==> src/rtl/fb_write_arbiter_if.sv <==
// Framebuffer write arbiter bus: CPU and image-loader write requesters, fill control, framebuffer write port.
// Latency: n/a (signal bundle only).
// Backpressure: valid/ready per requester; readies are driven by the arbiter (slave side).
// Ports: cpu_* / ldr_* requester handshakes, clr_* fill control and status, fb_* registered write port.
interface fb_write_arbiter_if #(
    parameter int ADDR_W = 12,
    parameter int DATA_W = 4
);
    logic              cpu_valid;
    logic              cpu_ready;
    logic [ADDR_W-1:0] cpu_addr;
    logic [DATA_W-1:0] cpu_data;

    logic              ldr_valid;
    logic              ldr_ready;
    logic [ADDR_W-1:0] ldr_addr;
    logic [DATA_W-1:0] ldr_data;

    logic              clr_start;
    logic [DATA_W-1:0] clr_value;
    logic              clr_busy;
    logic              clr_done;

    logic              fb_we;
    logic [ADDR_W-1:0] fb_waddr;
    logic [DATA_W-1:0] fb_din;

    // Requester / controller side.
    modport master (
        output cpu_valid, cpu_addr, cpu_data,
        output ldr_valid, ldr_addr, ldr_data,
        output clr_start, clr_value,
        input  cpu_ready, ldr_ready,
        input  clr_busy, clr_done,
        input  fb_we, fb_waddr, fb_din
    );

    // Arbiter side.
    modport slave (
        input  cpu_valid, cpu_addr, cpu_data,
        input  ldr_valid, ldr_addr, ldr_data,
        input  clr_start, clr_value,
        output cpu_ready, ldr_ready,
        output clr_busy, clr_done,
        output fb_we, fb_waddr, fb_din
    );
endinterface

==> src/rtl/fb_write_arbiter.sv <==
// Round-robin arbiter of CPU and loader pixel writes onto one framebuffer port, plus a whole-buffer fill engine.
// Latency: 1 cycle from a completed handshake (or fill step) to fb_we/fb_waddr/fb_din.
// Backpressure: readies drop while a fill is requested or running; a losing or blocked requester stalls with data held.
// Ports: clk, rst (async, active-high); bus (slave modport) carries cpu_*, ldr_*, clr_*, fb_* signals.
module fb_write_arbiter #(
    parameter int ADDR_W = 12,
    parameter int DATA_W = 4,
    parameter int DEPTH  = 4096
) (
    input  logic                 clk,
    input  logic                 rst,
    fb_write_arbiter_if.slave    bus
);
    localparam int CNT_W = (DEPTH > 1) ? $clog2(DEPTH) : 1;
    localparam logic [CNT_W-1:0] CNT_LAST = CNT_W'(DEPTH - 1);

    typedef enum logic {
        S_IDLE  = 1'b0,
        S_CLEAR = 1'b1
    } state_t;

    state_t            r_state;
    logic [CNT_W-1:0]  r_cnt;
    logic [DATA_W-1:0] r_clr_val;
    logic              r_busy;
    logic              r_done;
    logic              r_we;
    logic [ADDR_W-1:0] r_waddr;
    logic [DATA_W-1:0] r_din;
    // 1 = loader was served by the last completed transfer, so the CPU wins the next contention.
    logic              r_last_ldr;

    logic w_block;
    logic w_cpu_rdy;
    logic w_ldr_rdy;
    logic w_cpu_xfer;
    logic w_ldr_xfer;

    // A fill request on this very cycle also blocks, so a same-cycle valid never slips in ahead of the fill.
    assign w_block    = bus.clr_start | r_busy;
    assign w_cpu_rdy  = ~w_block & bus.cpu_valid & (~bus.ldr_valid |  r_last_ldr);
    assign w_ldr_rdy  = ~w_block & bus.ldr_valid & (~bus.cpu_valid | ~r_last_ldr);
    assign w_cpu_xfer = bus.cpu_valid & w_cpu_rdy;
    assign w_ldr_xfer = bus.ldr_valid & w_ldr_rdy;

    assign bus.cpu_ready = w_cpu_rdy;
    assign bus.ldr_ready = w_ldr_rdy;
    assign bus.clr_busy  = r_busy;
    assign bus.clr_done  = r_done;
    assign bus.fb_we     = r_we;
    assign bus.fb_waddr  = r_waddr;
    assign bus.fb_din    = r_din;

    always_ff @(posedge clk or posedge rst) begin
        if (rst) begin
            r_state    <= S_IDLE;
            r_cnt      <= '0;
            r_clr_val  <= '0;
            r_busy     <= 1'b0;
            r_done     <= 1'b0;
            r_we       <= 1'b0;
            r_waddr    <= '0;
            r_din      <= '0;
            r_last_ldr <= 1'b1;
        end else begin
            r_we   <= 1'b0;
            r_done <= 1'b0;
            case (r_state)
                S_IDLE: begin
                    if (bus.clr_start) begin
                        r_state   <= S_CLEAR;
                        r_busy    <= 1'b1;
                        r_clr_val <= bus.clr_value;
                        r_cnt     <= '0;
                    end else if (w_cpu_xfer) begin
                        r_we       <= 1'b1;
                        r_waddr    <= bus.cpu_addr;
                        r_din      <= bus.cpu_data;
                        r_last_ldr <= 1'b0;
                    end else if (w_ldr_xfer) begin
                        r_we       <= 1'b1;
                        r_waddr    <= bus.ldr_addr;
                        r_din      <= bus.ldr_data;
                        r_last_ldr <= 1'b1;
                    end
                end
                S_CLEAR: begin
                    // clr_start is deliberately not looked at here: a running fill cannot be restarted.
                    r_we    <= 1'b1;
                    r_waddr <= ADDR_W'(r_cnt);
                    r_din   <= r_clr_val;
                    if (r_cnt == CNT_LAST) begin
                        // Last word goes out on the same edge that ends the fill, so busy spans exactly DEPTH cycles.
                        r_state <= S_IDLE;
                        r_busy  <= 1'b0;
                        r_done  <= 1'b1;
                        r_cnt   <= '0;
                    end else begin
                        r_cnt <= r_cnt + CNT_W'(1);
                    end
                end
                default: begin
                    r_state <= S_IDLE;
                    r_busy  <= 1'b0;
                end
            endcase
        end
    end
endmodule
==> src/flat_wrapper.sv <==
// flat-port wrapper written by rule: the top's interface ports become plain ports
module fb_write_arbiter_flat 
#(
    parameter int ADDR_W = 12,
    parameter int DATA_W = 4,
    parameter int DEPTH  = 4096
)
  (clk, rst, bus_cpu_valid, bus_cpu_addr, bus_cpu_data, bus_ldr_valid, bus_ldr_addr, bus_ldr_data, bus_clr_start, bus_clr_value, bus_cpu_ready, bus_ldr_ready, bus_clr_busy, bus_clr_done, bus_fb_we, bus_fb_waddr, bus_fb_din);
  fb_write_arbiter_if #(.ADDR_W(ADDR_W), .DATA_W(DATA_W)) bus_i ();
  input  logic clk;
  input  logic rst;
  input wire logic [$bits(bus_i.cpu_valid)-1:0] bus_cpu_valid;
  input wire logic [$bits(bus_i.cpu_addr)-1:0] bus_cpu_addr;
  input wire logic [$bits(bus_i.cpu_data)-1:0] bus_cpu_data;
  input wire logic [$bits(bus_i.ldr_valid)-1:0] bus_ldr_valid;
  input wire logic [$bits(bus_i.ldr_addr)-1:0] bus_ldr_addr;
  input wire logic [$bits(bus_i.ldr_data)-1:0] bus_ldr_data;
  input wire logic [$bits(bus_i.clr_start)-1:0] bus_clr_start;
  input wire logic [$bits(bus_i.clr_value)-1:0] bus_clr_value;
  output wire logic [$bits(bus_i.cpu_ready)-1:0] bus_cpu_ready;
  output wire logic [$bits(bus_i.ldr_ready)-1:0] bus_ldr_ready;
  output wire logic [$bits(bus_i.clr_busy)-1:0] bus_clr_busy;
  output wire logic [$bits(bus_i.clr_done)-1:0] bus_clr_done;
  output wire logic [$bits(bus_i.fb_we)-1:0] bus_fb_we;
  output wire logic [$bits(bus_i.fb_waddr)-1:0] bus_fb_waddr;
  output wire logic [$bits(bus_i.fb_din)-1:0] bus_fb_din;
  assign bus_i.cpu_valid = bus_cpu_valid;
  assign bus_i.cpu_addr = bus_cpu_addr;
  assign bus_i.cpu_data = bus_cpu_data;
  assign bus_i.ldr_valid = bus_ldr_valid;
  assign bus_i.ldr_addr = bus_ldr_addr;
  assign bus_i.ldr_data = bus_ldr_data;
  assign bus_i.clr_start = bus_clr_start;
  assign bus_i.clr_value = bus_clr_value;
  assign bus_cpu_ready = bus_i.cpu_ready;
  assign bus_ldr_ready = bus_i.ldr_ready;
  assign bus_clr_busy = bus_i.clr_busy;
  assign bus_clr_done = bus_i.clr_done;
  assign bus_fb_we = bus_i.fb_we;
  assign bus_fb_waddr = bus_i.fb_waddr;
  assign bus_fb_din = bus_i.fb_din;
  fb_write_arbiter #(.ADDR_W(ADDR_W), .DATA_W(DATA_W), .DEPTH(DEPTH)) u_core (.clk(clk), .rst(rst), .bus(bus_i));
endmodule
==> config.mk <==
export PLATFORM = sky130hd
export DESIGN_NAME = fb_write_arbiter_flat
export DESIGN_NICKNAME = d
export VERILOG_FILES = /design/src/rtl/fb_write_arbiter_if.sv /design/src/rtl/fb_write_arbiter.sv /design/src/flat_wrapper.sv
export SDC_FILE = /design/constraint.sdc
export NUM_CORES = 1
export LEC_CHECK = 0
export ABC_AREA = 1
export CAP_MARGIN = 10
export CORE_MARGIN = 2
export CORE_UTILIZATION = 41
export CTS_BUF_LIST = sky130_fd_sc_hd__clkbuf_16
export CTS_CLUSTER_DIAMETER = 80
export CTS_CLUSTER_SIZE = 28
export DETAILED_ROUTE_END_ITERATION = 8
export GPL_TIMING_DRIVEN = 0
export PLACE_DENSITY = 0.75
export SLEW_MARGIN = 20
export SYNTH_ARGS = -nofsm -noshare
export SYNTH_HDL_FRONTEND = slang
export SYNTH_SLANG_ARGS = --single-unit
==> constraint.sdc <==
create_clock -name clk -period 1.35 [get_ports clk]
set_input_delay 0.2025 -clock clk [delete_from_list [all_inputs] [get_ports clk]]
set_output_delay 0.2025 -clock clk [all_outputs]
set_load 0.02 [all_outputs]
* Word-level counts from Yosys, hierarchy flattened *
Index checks and enable logic that the tools add are counted.

cells by class
  $add $sub $neg = 1
  equal/unequal tests = 5
  mux-type cells = 25
  bitwise gates (word level) = 15
  reduce and logical (&&, ||, !) cells = 5

operators with widths
  operator               number
  $mux 12                5
  $pmux 12 s2            2
  $add 12x1->12 const B  1
  $eq 12x12->1 const B   1
  $mux 4                 3
  $mux 1                 11
  $pmux 4 s2             1
  $and 1x1->1            6
  $ne 2x2->1 const B     3
  $not 1->1              6
  $pmux 1 s2             3
  $reduce_and 2->1       3
  $ne 3x1->1 const B     1
  $or 1x1->1             3
  $reduce_and 3->1       1
  $reduce_bool 2->1      1

storage, ports and cells
  bits in registers = 37
  input bits = 41
  output and inout port bits = 21
  logic and storage cells = 60

* Logic depth before layout (Yosys ltp) *
  depth in word-level cells = 9
  mapped depth = 9
  gate-level depth less buffers = 8

* Worst setup path before layout *
No wires, ideal clock.

  path kind = register -> register
  from = register u_core.r_cnt[0]
  to = register u_core.r_cnt[11]
  library setup time = 0.118 ns
  arrival time = 1.247 ns
  data required time = 1.232 ns
  path slack = -0.015 ns
  stages on the path, launching flop included = 9
  cell sequence = dfrtp_1 > ha_1 > nand2_1 > nor2_1 > nand3_1 > nand2_1 > inv_1 > nand3_1 > nand2_1

on the way
  word-level cells in the longest chain between the ends = 3
  elaborated cells on any way between the ends = 4
  those cells by class = add/sub (1); eq/ne (1); mux (2)

ends and longest elaborated chain
  element                                        RTL line                                        source
  start: declaration                             fb_write_arbiter.sv:23                          logic [CNT_W-1:0] r_cnt;
  start signal: assignment                       fb_write_arbiter.sv:99                          r_cnt <= r_cnt + CNT_W'(1);
  $add 12x1->12 or $eq 12x12->1 (tied branches)  fb_write_arbiter.sv:99, fb_write_arbiter.sv:92
  $mux 12 *                                      fb_write_arbiter.sv:92                          if (r_cnt == CNT_LAST) begin
  $pmux 12 s2 *                                  fb_write_arbiter.sv:68                          case (r_state)

Mark *: on every way between the ends. The rest lies on a longest branch, timed or not.
A chain may end at the register's enable or synchronous reset.

* Worst setup path after layout *
  from = register u_core.r_last_ldr
  to = output port bus_cpu_ready

on the way
  word-level cells in the longest chain between the ends = 2

ends and longest elaborated chain
  element                   RTL line                source
  start: declaration        fb_write_arbiter.sv:31  logic r_last_ldr;
  start signal: assignment  fb_write_arbiter.sv:64  r_last_ldr <= 1'b1;
  start signal: assignment  fb_write_arbiter.sv:79  r_last_ldr <= 1'b0;
  start signal: assignment  fb_write_arbiter.sv:84  r_last_ldr <= 1'b1;
  $or 1x1->1                fb_write_arbiter.sv:41  assign w_cpu_rdy = ~w_block & bus.cpu_valid & (~bus.ldr_valid | r_last_ldr);
  $and 1x1->1               fb_write_arbiter.sv:41
  end: declaration          flat_wrapper.sv:20      output wire logic [$bits(bus_i.cpu_ready)-1:0] bus_cpu_ready;

Every way passes these cells.

==> impl_metrics.env <==
export IMPL_most_common_layout_cells="nand2_1 (110), clkdlybuf4s50_1 (39), dfrtp_1 (35)"
export IMPL_path_class="register to output pin"
export IMPL_yosysWarnings=0
export IMPL_layout_commonest_cell="nand2_1"
export IMPL_track_usage_pct=21.0
export IMPL_p_seq_share_pct=44.8
export IMPL_multi_input_area_um2=1180
export IMPL_max_cap_violations=0
export IMPL_finalMaxSlewViolations=0
export IMPL_grt_pass1_wl_um=8600
export IMPL_fin_area_um2=3240
export IMPL_status="finished, violations left"
export IMPL_cts_buffer_depth=2
export IMPL_drc_errors=0
export IMPL_intPower_mw=1.94
export IMPL_fmax_mhz=648
export IMPL_cts_max_level=2
export IMPL_coreArea_um2=4660
export IMPL_cts_tree="done"
export IMPL_ant_nets=0
export IMPL_syn_inst=263
export IMPL_synthesis_area_um2=1960
export IMPL_num_rows=25
export IMPL_io_buffers=61
export IMPL_finalNetCount=394
export IMPL_top_level_ports=62
export IMPL_crit_path_max_fanout=2
export IMPL_worst_slew_pin_slew_ps=752
export IMPL_utilization_pct=69.6
export IMPL_final_hold_violation_count=0
export IMPL_clk_latency_ps=280
export IMPL_wl_per_cell_um=14.9
export IMPL_synth_fp_nets=305
export IMPL_grt_max_degree=38
export IMPL_finClkSkew_ps=5.96
export IMPL_cts_buffers=5
export IMPL_place_gp_congestion=0.827
export IMPL_ys_ff_latch=37
export IMPL_p_sw_mw=0.549
export IMPL_violations="negative setup slack"
export IMPL_seq_area_frac_synth_pct=47.3
export IMPL_start_util_pct=42.1
export IMPL_postCtsHoldBufs=0
export IMPL_grt_ovfl_total=0
export IMPL_first_pass_iters=5
export IMPL_syn_area_per_cell_um2=7.45
export IMPL_final_setup_viol_count=28
export IMPL_antenna_cells=0
export IMPL_synth_top_area_share_pct=45.9
export IMPL_vias=2076
export IMPL_synthTopCellsByArea="dfrtp_1 (46%), nand2_1 (26%), nand3_1 (6.6%)"
export IMPL_placed_area_um2=2640
export IMPL_yosys_area_top_type="dfrtp_1"
export IMPL_syn2layout_area_growth_pct=65.3
export IMPL_r2r_slack_ps=-150
export IMPL_wirelength_um=6030
export IMPL_dieArea_um2=5350
export IMPL_fillers=356
export IMPL_cts_root_buf="clkbuf_16"
export IMPL_power_leakage_nw=1.64
export IMPL_final_setup_worst_slack_ps=-194
export IMPL_clkPwrFrac_pct=42.7
export IMPL_dp_hpwl_um=3650
export IMPL_die_h_um=73.2
export IMPL_clk_pin_slew_ps=50
export IMPL_cts_sinks=37
export IMPL_fin_crit_sh_pct=114
export IMPL_drt_iter0_drc=150
export IMPL_grt_pass1_vias=1829
export IMPL_rsz0062_at_grt="true"
export IMPL_combPwrFrac_pct=12.5
export IMPL_ir_drop_v=0.000508
export IMPL_drive_above_1_share_pct=30.4
export IMPL_endpoint_kind="output pin"
export IMPL_cp_required_ps=1150
export IMPL_p_per_area_nw_per_um2=768
export IMPL_startpoint_type="register"
export IMPL_antenna_found_initial=0
export IMPL_finalCriticalPeriod_ps=1540
export IMPL_regArea_um2=928
export IMPL_hold_class="primary input to asynchronous set/reset pin"
export IMPL_ys_types=27
export IMPL_die_x_um=73.2
export IMPL_avgViaCountPerCell=5.11
export IMPL_swShare_pct=22.1
export IMPL_max_slew_margin_pct=49.8
export IMPL_tns_ps=-2700
export IMPL_arrival_ps=1340
==> power groups by stage <==
stage	Clock [mW]	Sequential, mW	Combinational (mW)
final	1.06	1.12	0.310
after global routing	1.14	1.12	0.334
after CTS	1.08	1.12	0.280
after detailed placement	0	1.13	0.237
after global placement	0	1.13	0.236
after floorplan	0	1.13	0.0921
==> sequential cells by signal, indices dropped and copies added (netlist names) <==
signal               count
u_core.r_cnt            12
u_core.r_state           1
u_core.r_clr_val         4
u_core.r_last_ldr        1
u_core.bus.fb_din        4
u_core.bus.fb_waddr     12
u_core.bus.clr_busy      1
u_core.bus.fb_we         1
u_core.bus.clr_done      1
==> per-stage QoR <==
stage | total power, mW | setup WS, ps | hold slack, ps | cells
finish | 2.49 | -194 | 381 | 406
global route | 2.59 | -247 | 457 | 406
CTS | 2.48 | -152 | 409 | 394
detailed placement | 1.37 | -922 | 481 | 378
global placement | 1.37 | -923 | 472 | 378
floorplan | 1.23 | 13.0 | 353 | 263
==> cell usage after synthesis (all sizes together) <==
cell type / instances
o21ai: 6
dfrtp: 36
inv: 19
nand3: 28
nor3: 1
a21oi: 2
or2: 1
clkbuf: 1
mux2: 4
nand4: 2
a32o: 1
xnor2: 1
nor2: 12
dfstp: 1
nand2: 136
o22ai: 3
buf: 6
xor2: 2
ha: 1
==> critical path, cell delays in order, from the launching register on <==
cell and delay [ps]:
dfstp_2 540, inv_2 40, nand2_2 80, nand3_4 110, clkinv_4 90, buf_8 100
buf_6 110
==> layout make-up <==
type                       instances  area share, %
clock inverter                     2          0.232
multi-input combinational        200           36.5
inverter                          19           2.43
buffer                             6           1.54
timing repair buffer              83           24.7
clock buffer                       5           3.86
tap                               54           2.08
sequential                        37           28.6
==> final timing paths <==
| path | startpoint | end | cells past startpoint |
|---|---|---|---|
| max in group asynchronous | rst | u_core.r_cnt[7]$_DFFE_PP0N_ | 2 |
| hold / removal | rst | u_core.bus.fb_waddr[0]$_DFFE_PP0P_ | 2 |
| setup / recovery | u_core.r_last_ldr$_DFFE_PP1P_ | bus_cpu_ready | 6 |
| setup reg to reg | u_core.r_last_ldr$_DFFE_PP1P_ | u_core.bus.fb_waddr[7]$_DFFE_PP0P_ | 8 |
| hold reg to reg | u_core.bus.fb_din[3]$_DFFE_PP0P_ | u_core.bus.fb_din[3]$_DFFE_PP0P_ | 2 |
| min in group clk | u_core.bus.fb_din[3]$_DFFE_PP0P_ | u_core.bus.fb_din[3]$_DFFE_PP0P_ | 2 |
==> cell families (layout without fill, tap and decap cells) <==
group / Yosys count / after routing / share of synthesized area, %
adders and majority gates: 1 / 1 / 0.638
buffers and inverters: 26 / 115 / 6.00
AOI/OAI and AO/OA: 12 / 12 / 4.08
muxes: 4 / 4 / 2.30
xor gates and xnor gates: 3 / 3 / 1.34
DFF: 37 / 37 / 47.3
and+or+nand+nor: 180 / 180 / 38.4
==> what timing repair did <==
item,in CTS,in global routing
pin swaps,16,13
resized for setup,76,50
setup endpoints to repair,46,35
cloned,1,0
endpoints found under the hold margin,0,0
buffers inserted,9,12
==> per-layer routing <==
| layer | global-route usage (%) | wire length, µm | vias up |
|---|---|---|---|
| met5 | 0 | 0 | - |
| met3 | 4.83 | 266 | 11 |
| li1 | - | - | 1003 |
| met2 | 34.5 | 3170 | 58 |
| met1 | 27.1 | 2450 | 1004 |
| met4 | 7.20 | 141 | 0 |
Power figures use the tool's default switching activity.
